### src/rtl/load_align_unit.sv
// load_align_unit: load-path stage feeding the byte/halfword extender.
// Accepts one load request, issues a word-aligned read, waits for mem_ack,
// right-justifies the addressed lane and hands it to the extend stage over
// a valid/ready handshake. At most one load is outstanding.
// Optional build macro LOAD_ALIGN_FAULT_EN: misaligned halfword/word
// requests raise an err pulse instead of silently dropping low address bits.
module load_align_unit #(
    parameter int unsigned TIMEOUT_CYCLES = 255
) (
    input  logic        clk,
    input  logic        rst_n,
    input  logic        req_valid,
    output logic        req_ready,
    input  logic [31:0] req_addr,
    input  logic [1:0]  req_size,
    input  logic        req_sign,
    output logic        mem_rd_en,
    output logic [31:0] mem_addr,
    input  logic        mem_ack,
    input  logic [31:0] mem_rdata,
    output logic        ext_valid,
    input  logic        ext_ready,
    output logic [31:0] ext_num,
    output logic        ext_mode,
    output logic        ext_sign,
    output logic        ext_bypass,
    output logic        err
);

    localparam logic [1:0] S_IDLE = 2'd0;
    localparam logic [1:0] S_REQ  = 2'd1;
    localparam logic [1:0] S_OUT  = 2'd2;
    localparam logic [1:0] S_ERR  = 2'd3;

    localparam logic [1:0] SZ_BYTE = 2'b00;
    localparam logic [1:0] SZ_HALF = 2'b01;
    localparam logic [1:0] SZ_WORD = 2'b10;
    localparam logic [1:0] SZ_RSVD = 2'b11;

    localparam logic [16:0] TIMEOUT_LIMIT = 17'(TIMEOUT_CYCLES);

    logic [1:0]  state;
    logic [1:0]  cap_lo;
    logic [1:0]  cap_size;
    logic        cap_sign;
    logic [15:0] wait_cnt;
    logic [31:0] lane;
    logic        misaligned;
    logic        req_fault;

    // Select and right-justify the addressed lane of the returning word.
    always_comb begin
        lane = '0;
        case (cap_size)
            SZ_BYTE: lane = {24'b0, mem_rdata[{cap_lo, 3'b000} +: 8]};
            SZ_HALF: lane = cap_lo[1] ? {16'b0, mem_rdata[31:16]}
                                      : {16'b0, mem_rdata[15:0]};
            default: lane = mem_rdata;
        endcase
    end

    // Decide whether an incoming request is rejected without a memory access.
    always_comb begin
`ifdef LOAD_ALIGN_FAULT_EN
        misaligned = ((req_size == SZ_HALF) && req_addr[0]) ||
                     ((req_size == SZ_WORD) && (req_addr[1:0] != 2'b00));
`else
        misaligned = 1'b0;
`endif
        req_fault = (req_size == SZ_RSVD) || misaligned;
    end

    // Control FSM and registered outputs; err is a pulse that lasts the ERR state.
    always_ff @(posedge clk or negedge rst_n) begin
        if (!rst_n) begin
            state      <= S_IDLE;
            req_ready  <= 1'b0;
            mem_rd_en  <= 1'b0;
            mem_addr   <= '0;
            ext_valid  <= 1'b0;
            ext_num    <= '0;
            ext_mode   <= 1'b0;
            ext_sign   <= 1'b0;
            ext_bypass <= 1'b0;
            err        <= 1'b0;
            wait_cnt   <= '0;
            cap_lo     <= '0;
            cap_size   <= '0;
            cap_sign   <= 1'b0;
        end else begin
            err <= 1'b0;
            case (state)
                S_IDLE: begin
                    if (req_valid && req_ready) begin
                        cap_lo    <= req_addr[1:0];
                        cap_size  <= req_size;
                        cap_sign  <= req_sign;
                        req_ready <= 1'b0;
                        if (req_fault) begin
                            err   <= 1'b1;
                            state <= S_ERR;
                        end else begin
                            mem_rd_en <= 1'b1;
                            mem_addr  <= {req_addr[31:2], 2'b00};
                            state     <= S_REQ;
                        end
                    end else begin
                        req_ready <= 1'b1;
                    end
                end
                S_REQ: begin
                    if (mem_ack) begin
                        mem_rd_en  <= 1'b0;
                        wait_cnt   <= '0;
                        ext_valid  <= 1'b1;
                        ext_num    <= lane;
                        ext_mode   <= (cap_size == SZ_HALF);
                        ext_sign   <= cap_sign && (cap_size != SZ_WORD);
                        ext_bypass <= (cap_size == SZ_WORD);
                        state      <= S_OUT;
                    end else if ((TIMEOUT_CYCLES != 0) &&
                                 (({1'b0, wait_cnt} + 17'd1) == TIMEOUT_LIMIT)) begin
                        mem_rd_en <= 1'b0;
                        wait_cnt  <= '0;
                        err       <= 1'b1;
                        state     <= S_ERR;
                    end else begin
                        wait_cnt <= wait_cnt + 16'd1;
                    end
                end
                S_OUT: begin
                    if (ext_ready) begin
                        ext_valid <= 1'b0;
                        req_ready <= 1'b1;
                        state     <= S_IDLE;
                    end
                end
                default: begin
                    req_ready <= 1'b1;
                    state     <= S_IDLE;
                end
            endcase
        end
    end

endmodule

### config.mk
export PLATFORM = sky130hd
export DESIGN_NAME = load_align_unit
export DESIGN_NICKNAME = d
export VERILOG_FILES = /design/src/rtl/load_align_unit.sv
export SDC_FILE = /design/constraint.sdc
export NUM_CORES = 1
export LEC_CHECK = 0
export BUFFER_PORTS_ARGS = -buffer_cell sky130_fd_sc_hd__buf_2
export CORE_MARGIN = 2
export CORE_UTILIZATION = 39
export DETAILED_ROUTE_END_ITERATION = 8
export PLACE_DENSITY = 0.69
export REMOVE_ABC_BUFFERS = 1
export SLEW_MARGIN = 20
export SYNTH_ARGS = -nofsm -noshare
export SYNTH_HDL_FRONTEND = slang
export SYNTH_SLANG_ARGS = --single-unit
### constraint.sdc
create_clock -name clk -period 2.9 [get_ports clk]
set_input_delay 0.145 -clock clk [delete_from_list [all_inputs] [get_ports clk]]
set_output_delay 0.145 -clock clk [all_outputs]
set_load 0.02 [all_outputs]
==> flow_metrics.py, run 1 <==
metrics = {
    "run_status": {
        "status": "finished clean",
    },
    "logic_synthesis": {
        "ys_ff_latch": 92,
        "synth_enable_flop_cells": 0,
        "synth_common_cells": "92 x dfrtp_1, 78 x nand2_1, 55 x o21ai_0",
        "synth_area_sq_mm": 0.00453,
        "avgSynthCellArea_sq_um": 9.61,
        "ys_warn_count": 0,
        "synth_area_leader_cell": "dfrtp_1",
        "synth_top_flop_cell": "dfrtp_1",
        "synth.area.top_cells": "dfrtp_1 51%, mux2_2 8.9%, nand2_1 6.5%",
        "synthArstFlopShare_pct": 100,
        "synth_most_common_cell": "dfrtp_1",
        "synth_top_area_share_pct": 50.8,
        "synth_cells": 472,
        "synth_cell_types": 48,
        "yosysSeqAreaShare_pct": 50.8,
    },
    "drt": {
        "drc": 0,
        "viasPerCell": 5.08,
        "drtPass1Iterations": 4,
        "dr.first_iter.drc_count": 238,
        "drtAntennaViolNets": 0,
        "wirelength_um": 10400,
        "wl_per_cell_um": 14.0,
        "num_vias": 3768,
    },
    "finish": {
        "diodes": 0,
        "layout.cells.non_filler": 742,
        "nNetsFinal": 668,
        "utilization_pct": 49.3,
        "syn2layout_area_growth_pct": 23.7,
        "fillers": 1078,
        "drive_above_1_share_pct": 35.1,
    },
    "critical_path": {
        "reg2reg_to": "mem_rd_en",
        "startpoint_type": "register",
        "cp.arrival_ns": 2.72,
        "rr_worst_depth": 8,
        "reg2reg_slack_ns": 0.41,
        "cp-end-kind": "register",
        "worstPathRequired_ns": 3.13,
        "r2r_start": "wait_cnt[0]",
        "cp_max_fo": 11,
        "path_class": "register to register",
    },
    "die": {
        "std_cell_rows": 39,
        "die_h_um": 112,
        "core_sq_mm": 0.0114,
        "initial_core_util_pct": 39.9,
        "die_area_sq_mm": 0.0125,
        "die_x_um": 112,
        "ios": 143,
    },
    "timing": {
        "fin_skew_ns": 0.00424,
        "rsz0062_at_grt": "no",
        "setup_violations": 0,
        "maxSlewViolCount": 0,
        "hold_viol": 0,
        "setup_ws_ns": 0.411,
        "fmax_ghz": 0.402,
        "holdWs_ns": 0.0325,
        "fin_crit_sh_pct": 85.8,
        "max-slew-margin-rel_pct": 50.5,
        "fin_crit_ns": 2.49,
        "setup_tns_ns": 0,
        "tightest_slew_ns": 0.742,
    },
    "job": {
        "cap_violations": 0,
    },
    "clocking": {
        "path_clk_slew_ns": 0.06,
        "post_cts_buffers": 0,
        "htree_levels": 3,
        "cts.sinks": 92,
        "clk_latency_ns": 0.34,
        "cts_buffers": 9,
        "post_cts_resized": 0,
        "cts_tree": "built",
        "root_buffer": "clkbuf_16",
        "clockBufferDepth": 2,
    },
    "hold_path": {
        "hold_start": "req_addr[8]",
        "hold_path_class": "input pin to register",
        "min_to": "mem_addr[8]",
        "whs_path_depth": 2,
    },
    "place": {
        "gp_congestion": 0.886,
        "place_worst_setup_slack_ns": 0.441,
        "dp.cells": 725,
        "dp_hpwl_um": 7410,
        "io_buffers": 140,
    },
    "grt": {
        "grt_pass1_vias": 3633,
        "grt_max_degree": 83,
        "grt_overflow": 0,
        "grt.total_usage_pct": 16.9,
        "grt_pass1_wl_um": 17200,
        "antenna_found_initial": 0,
    },
    "power_and_ir_drop": {
        "ir_drop_uv": 483,
        "p_sw_share_pct": 42.3,
        "pwr-share-clk_pct": 17.4,
        "netSwitchingPower_mw": 2.64,
        "seq_power_share_pct": 37.6,
        "power.density_mw_per_mm2": 1110,
        "p_int_mw": 3.60,
        "leakage_nw": 2.72,
        "combPwrFrac_pct": 45.0,
    },
}
==> cell type report <==
cell class	count	area, sq um	share of cell area [%]
sequential	92	2300	41.1
multi-input combinational	327	2010	35.9
timing repair buffer	149	790	14.1
clock buffer	11	233	4.15
tap	143	179	3.19
inverter	15	56.3	1.00
clock inverter	5	37.5	0.669
==> cells by family (layout without fill, tap and decap cells) <==
family                   Yosys count  in the layout  synth area share [%]
AND/OR/NAND/NOR                  155            155                  15.7
buffers and inverters             54            180                  5.02
flip-flops                        92             92                  50.8
adder cells (fa/ha/maj)            2              2                 0.552
multiplexers                      49             49                  11.9
other                              1              2                0.0827
AO/OA/AOI/OAI                    114            114                  15.0
XOR/XNOR                           5              5                 0.966
==> per-stage QoR <==
step           instance area, sq um  total power [mW]
3_5_place_dp                   5320              5.20
2_1_floorplan                  4370              4.19
6_report                       5610              6.24
3_3_place_gp                   5320              5.11
5_1_grt                        5610              6.68
4_1_cts                        5590              6.30
==> how the worst max path moves through the flow <==
| stage | start | cells past startpoint | endpoint | slack [ns] |
|---|---|---|---|---|
| after floorplan | wait_cnt[0] | 7 | mem_rd_en | 0.49 |
| after global placement | wait_cnt[0] | 8 | mem_rd_en | 0.53 |
| after detailed placement | wait_cnt[0] | 8 | mem_rd_en | 0.44 |
| after CTS | wait_cnt[0] | 8 | mem_rd_en | 0.42 |
| after global routing | wait_cnt[0] | 8 | mem_rd_en | 0.27 |
| final | wait_cnt[0] | 8 | mem_rd_en | 0.41 |
==> state kept, by name, indices dropped and copies added, names as in the netlist, 2 cells and up <==
| register | cells |
|---|---|
| ext_num | 32 |
| mem_addr | 30 |
| wait_cnt | 16 |
| cap_lo | 2 |
| cap_size | 2 |
| state | 2 |
==> cells in the final DEF (no fill, tap or decap), types with 9 or more instances in the layout <==
cell and n:
nor2_1 26, inv_1 15, o21ai_0 55, nand2_1 77
mux2_2 36, dfrtp_1 92, nor3_1 10, buf_2 139
a22oi_1 9, nand3_1 11, a21oi_1 22, clkbuf_16 9
mux2i_1 12
==> metal layers <==
metal	up-vias	global-route usage [%]	part of all wire, %
met5	-	0	0
met2	95	28.7	49
met4	0	7.16	2.2
li1	1874	-	-
met1	1782	21.1	44
met3	17	3.32	5.0
==> worst max-delay path, cell delays in order (launching register included) <==
cell and delay [ns]:
dfrtp_1 0.48, ha_1 0.29, nand3_2 0.16, or3_4 0.38, mux2_4 0.31, nor3_2 0.17
o2111ai_1 0.11, buf_4 0.20, o221a_2 0.27
==> power groups by stage <==
stage	Clock [mW]	Combinational (mW)	Sequential, mW
floorplan	0	1.23	2.97
global placement	0	2.78	2.33
detailed placement	0	2.84	2.37
CTS	1.12	2.84	2.35
global route	1.17	3.08	2.44
finish	1.08	2.81	2.34
==> what timing repair did <==
action / CTS / global route
hold buffers: 0 / 1
endpoints found under the hold margin: 0 / 81
setup endpoints to repair: 0 / 0
Power figures use the tool's default switching activity.
==> run 2: changes to the inputs <==
--- a/config.mk
+++ b/config.mk
@@ -7,9 +7,9 @@
 export LEC_CHECK = 0
 export BUFFER_PORTS_ARGS = -buffer_cell sky130_fd_sc_hd__buf_2
 export CORE_MARGIN = 2
-export CORE_UTILIZATION = 39
+export CORE_UTILIZATION = 51
 export DETAILED_ROUTE_END_ITERATION = 8
-export PLACE_DENSITY = 0.69
+export PLACE_DENSITY = 0.85
 export REMOVE_ABC_BUFFERS = 1
 export SLEW_MARGIN = 20
 export SYNTH_ARGS = -nofsm -noshare
==> flow_metrics.py, run 2 (same netlist as run 1, synthesis figures left out) <==
metrics = {
    "run_status": {
        "status": "finished clean",
    },
    "finish": {
        "drive_above_1_share_pct": 35.4,
        "layout_commonest_cell": "buf_2",
        "layout_common_cells": "139 x buf_2, 92 x dfrtp_1, 77 x nand2_1",
        "diodes": 0,
        "nNetsFinal": 668,
        "largest_register": "ext_num",
        "reg_top3": "ext_num: 32 flops, mem_addr: 30 flops, wait_cnt: 16 flops",
        "syn2layout_area_growth_pct": 21.0,
        "largest_reg_flops": 32,
    },
    "grt": {
        "grt_overflow": 0,
        "grt_pass1_wl_um": 17500,
        "grt_max_degree": 72,
        "antenna_found_initial": 0,
        "grt.total_usage_pct": 21.9,
        "grt_pass1_vias": 3790,
    },
    "drt": {
        "num_vias": 3877,
        "viasPerCell": 5.48,
        "wl_per_cell_um": 14.8,
        "drtPass1Iterations": 5,
        "drtAntennaViolNets": 0,
        "wirelength_um": 10500,
        "dr.first_iter.drc_count": 184,
        "drc": 0,
    },
    "critical_path": {
        "cp-end-kind": "register",
        "worstPathRequired_ns": 3.14,
        "reg2reg_slack_ns": 0.43,
        "startpoint_type": "register",
        "cp_max_fo": 11,
        "cp.arrival_ns": 2.71,
        "path_class": "register to register",
        "rr_worst_depth": 8,
    },
    "timing": {
        "fin_crit_sh_pct": 85.1,
        "rsz0062_at_grt": "no",
        "maxSlewViolCount": 0,
        "setup_violations": 0,
        "hold_viol": 0,
        "max-slew-margin-rel_pct": 56.9,
        "fin_skew_ns": 0.0118,
        "fmax_ghz": 0.405,
        "setup_tns_ns": 0,
        "fin_crit_ns": 2.47,
        "tightest_slew_ns": 0.644,
    },
    "hold_path": {
        "whs_path_depth": 2,
        "hold_path_class": "input pin to register",
    },
    "clocking": {
        "htree_levels": 3,
        "post_cts_resized": 0,
        "path_clk_slew_ns": 0.10,
        "cts_tree": "built",
        "cts.sinks": 92,
        "clk_latency_ns": 0.35,
        "clockBufferDepth": 2,
        "cts_buffers": 9,
        "post_cts_buffers": 0,
        "root_buffer": "clkbuf_8",
    },
    "die": {
        "die_h_um": 98.3,
        "ios": 143,
        "initial_core_util_pct": 52.2,
        "die_area_sq_mm": 0.00966,
        "die_x_um": 98.3,
        "std_cell_rows": 34,
        "core_sq_mm": 0.00868,
    },
    "power_and_ir_drop": {
        "leakage_nw": 2.68,
        "power.density_mw_per_mm2": 1100,
        "ir_drop_uv": 510,
        "total_power_mw": 6.03,
    },
    "place": {
        "gp_congestion": 0.850,
        "io_buffers": 140,
        "dp_hpwl_um": 7470,
    },
    "job": {
        "cap_violations": 0,
    },
}
-- run 2: changes by cell type in the layout (fill, tap and decap cells not counted) --
| cell | change |
|---|---|
| clkbuf_8 | +10 |
| clkbuf_16 | -9 |
| buf_4 | +2 |
| clkbuf_1 | -2 |
| buf_12 | -1 |
| buf_6 | -1 |
| bufinv_16 | +1 |
| clkinv_2 | -1 |
| clkinv_4 | +1 |
-- run 2: repair_timing --
item                                    CTS  global route
endpoints found under the setup margin    0             0
hold buffers                              1             0
endpoints found under the hold margin    39             0
-- run 2: power breakdown --
| group | total, mW | leakage (nW) | switching [mW] | internal (mW) |
|---|---|---|---|---|
| sequential | 2.37 | 1.12 | 0.497 | 1.88 |
| combinational | 2.77 | 1.46 | 1.66 | 1.12 |
| clock | 0.889 | 0.0991 | 0.461 | 0.428 |
-- run 2: cell type report --
cell class	count	area (sq um)
Clock buffer	10	138
Multi-Input combinational cell	327	2010
Timing Repair Buffer	149	773
Clock inverter	6	71.3
Inverter	15	56.3
Tap cell	108	135
Fill cell	681	3190
Sequential cell	92	2300
-- run 2: critical path: stages (launching register included) --
cell and delay (ns):
dfrtp_1 0.47, ha_1 0.27, nand3_2 0.15, or3_4 0.38
mux2_4 0.31, nor3_2 0.16, o2111ai_1 0.12, buf_4 0.21
o221a_2 0.27
-- run 2: path summary, 6_finish.rpt --
check | endpoint | from
max | mem_rd_en | wait_cnt[0]
min | mem_addr[6] | req_addr[6]
max reg2reg | mem_rd_en | wait_cnt[0]
min reg2reg | ext_num[0] | ext_num[0]
max in group asynchronous | ext_bypass | rst_n
min in group asynchronous | ext_num[27] | rst_n
-- run 2: metrics by stage --
stage	setup slack, ns	instances	hold slack [ns]	util (%)	area, sq um
floorplan	0.492	434	-0.151	-	4370
global placement	0.515	690	0.151	60.7	5270
detailed placement	0.453	690	0.164	60.7	5270
CTS	0.436	707	0.00438	63.2	5490
global route	0.313	707	0.00312	63.2	5490
finish	0.431	707	0.0147	63.2	5490
-- run 2: metal layers --
| metal | up-vias | track usage, % | part of all wire [%] |
|---|---|---|---|
| met1 | 1819 | 28.1 | 43 |
| met4 | 0 | 9.91 | 2.9 |
| li1 | 1868 | - | - |
| met5 | - | 0 | 0 |
| met2 | 158 | 36.4 | 48 |
| met3 | 32 | 3.87 | 5.9 |
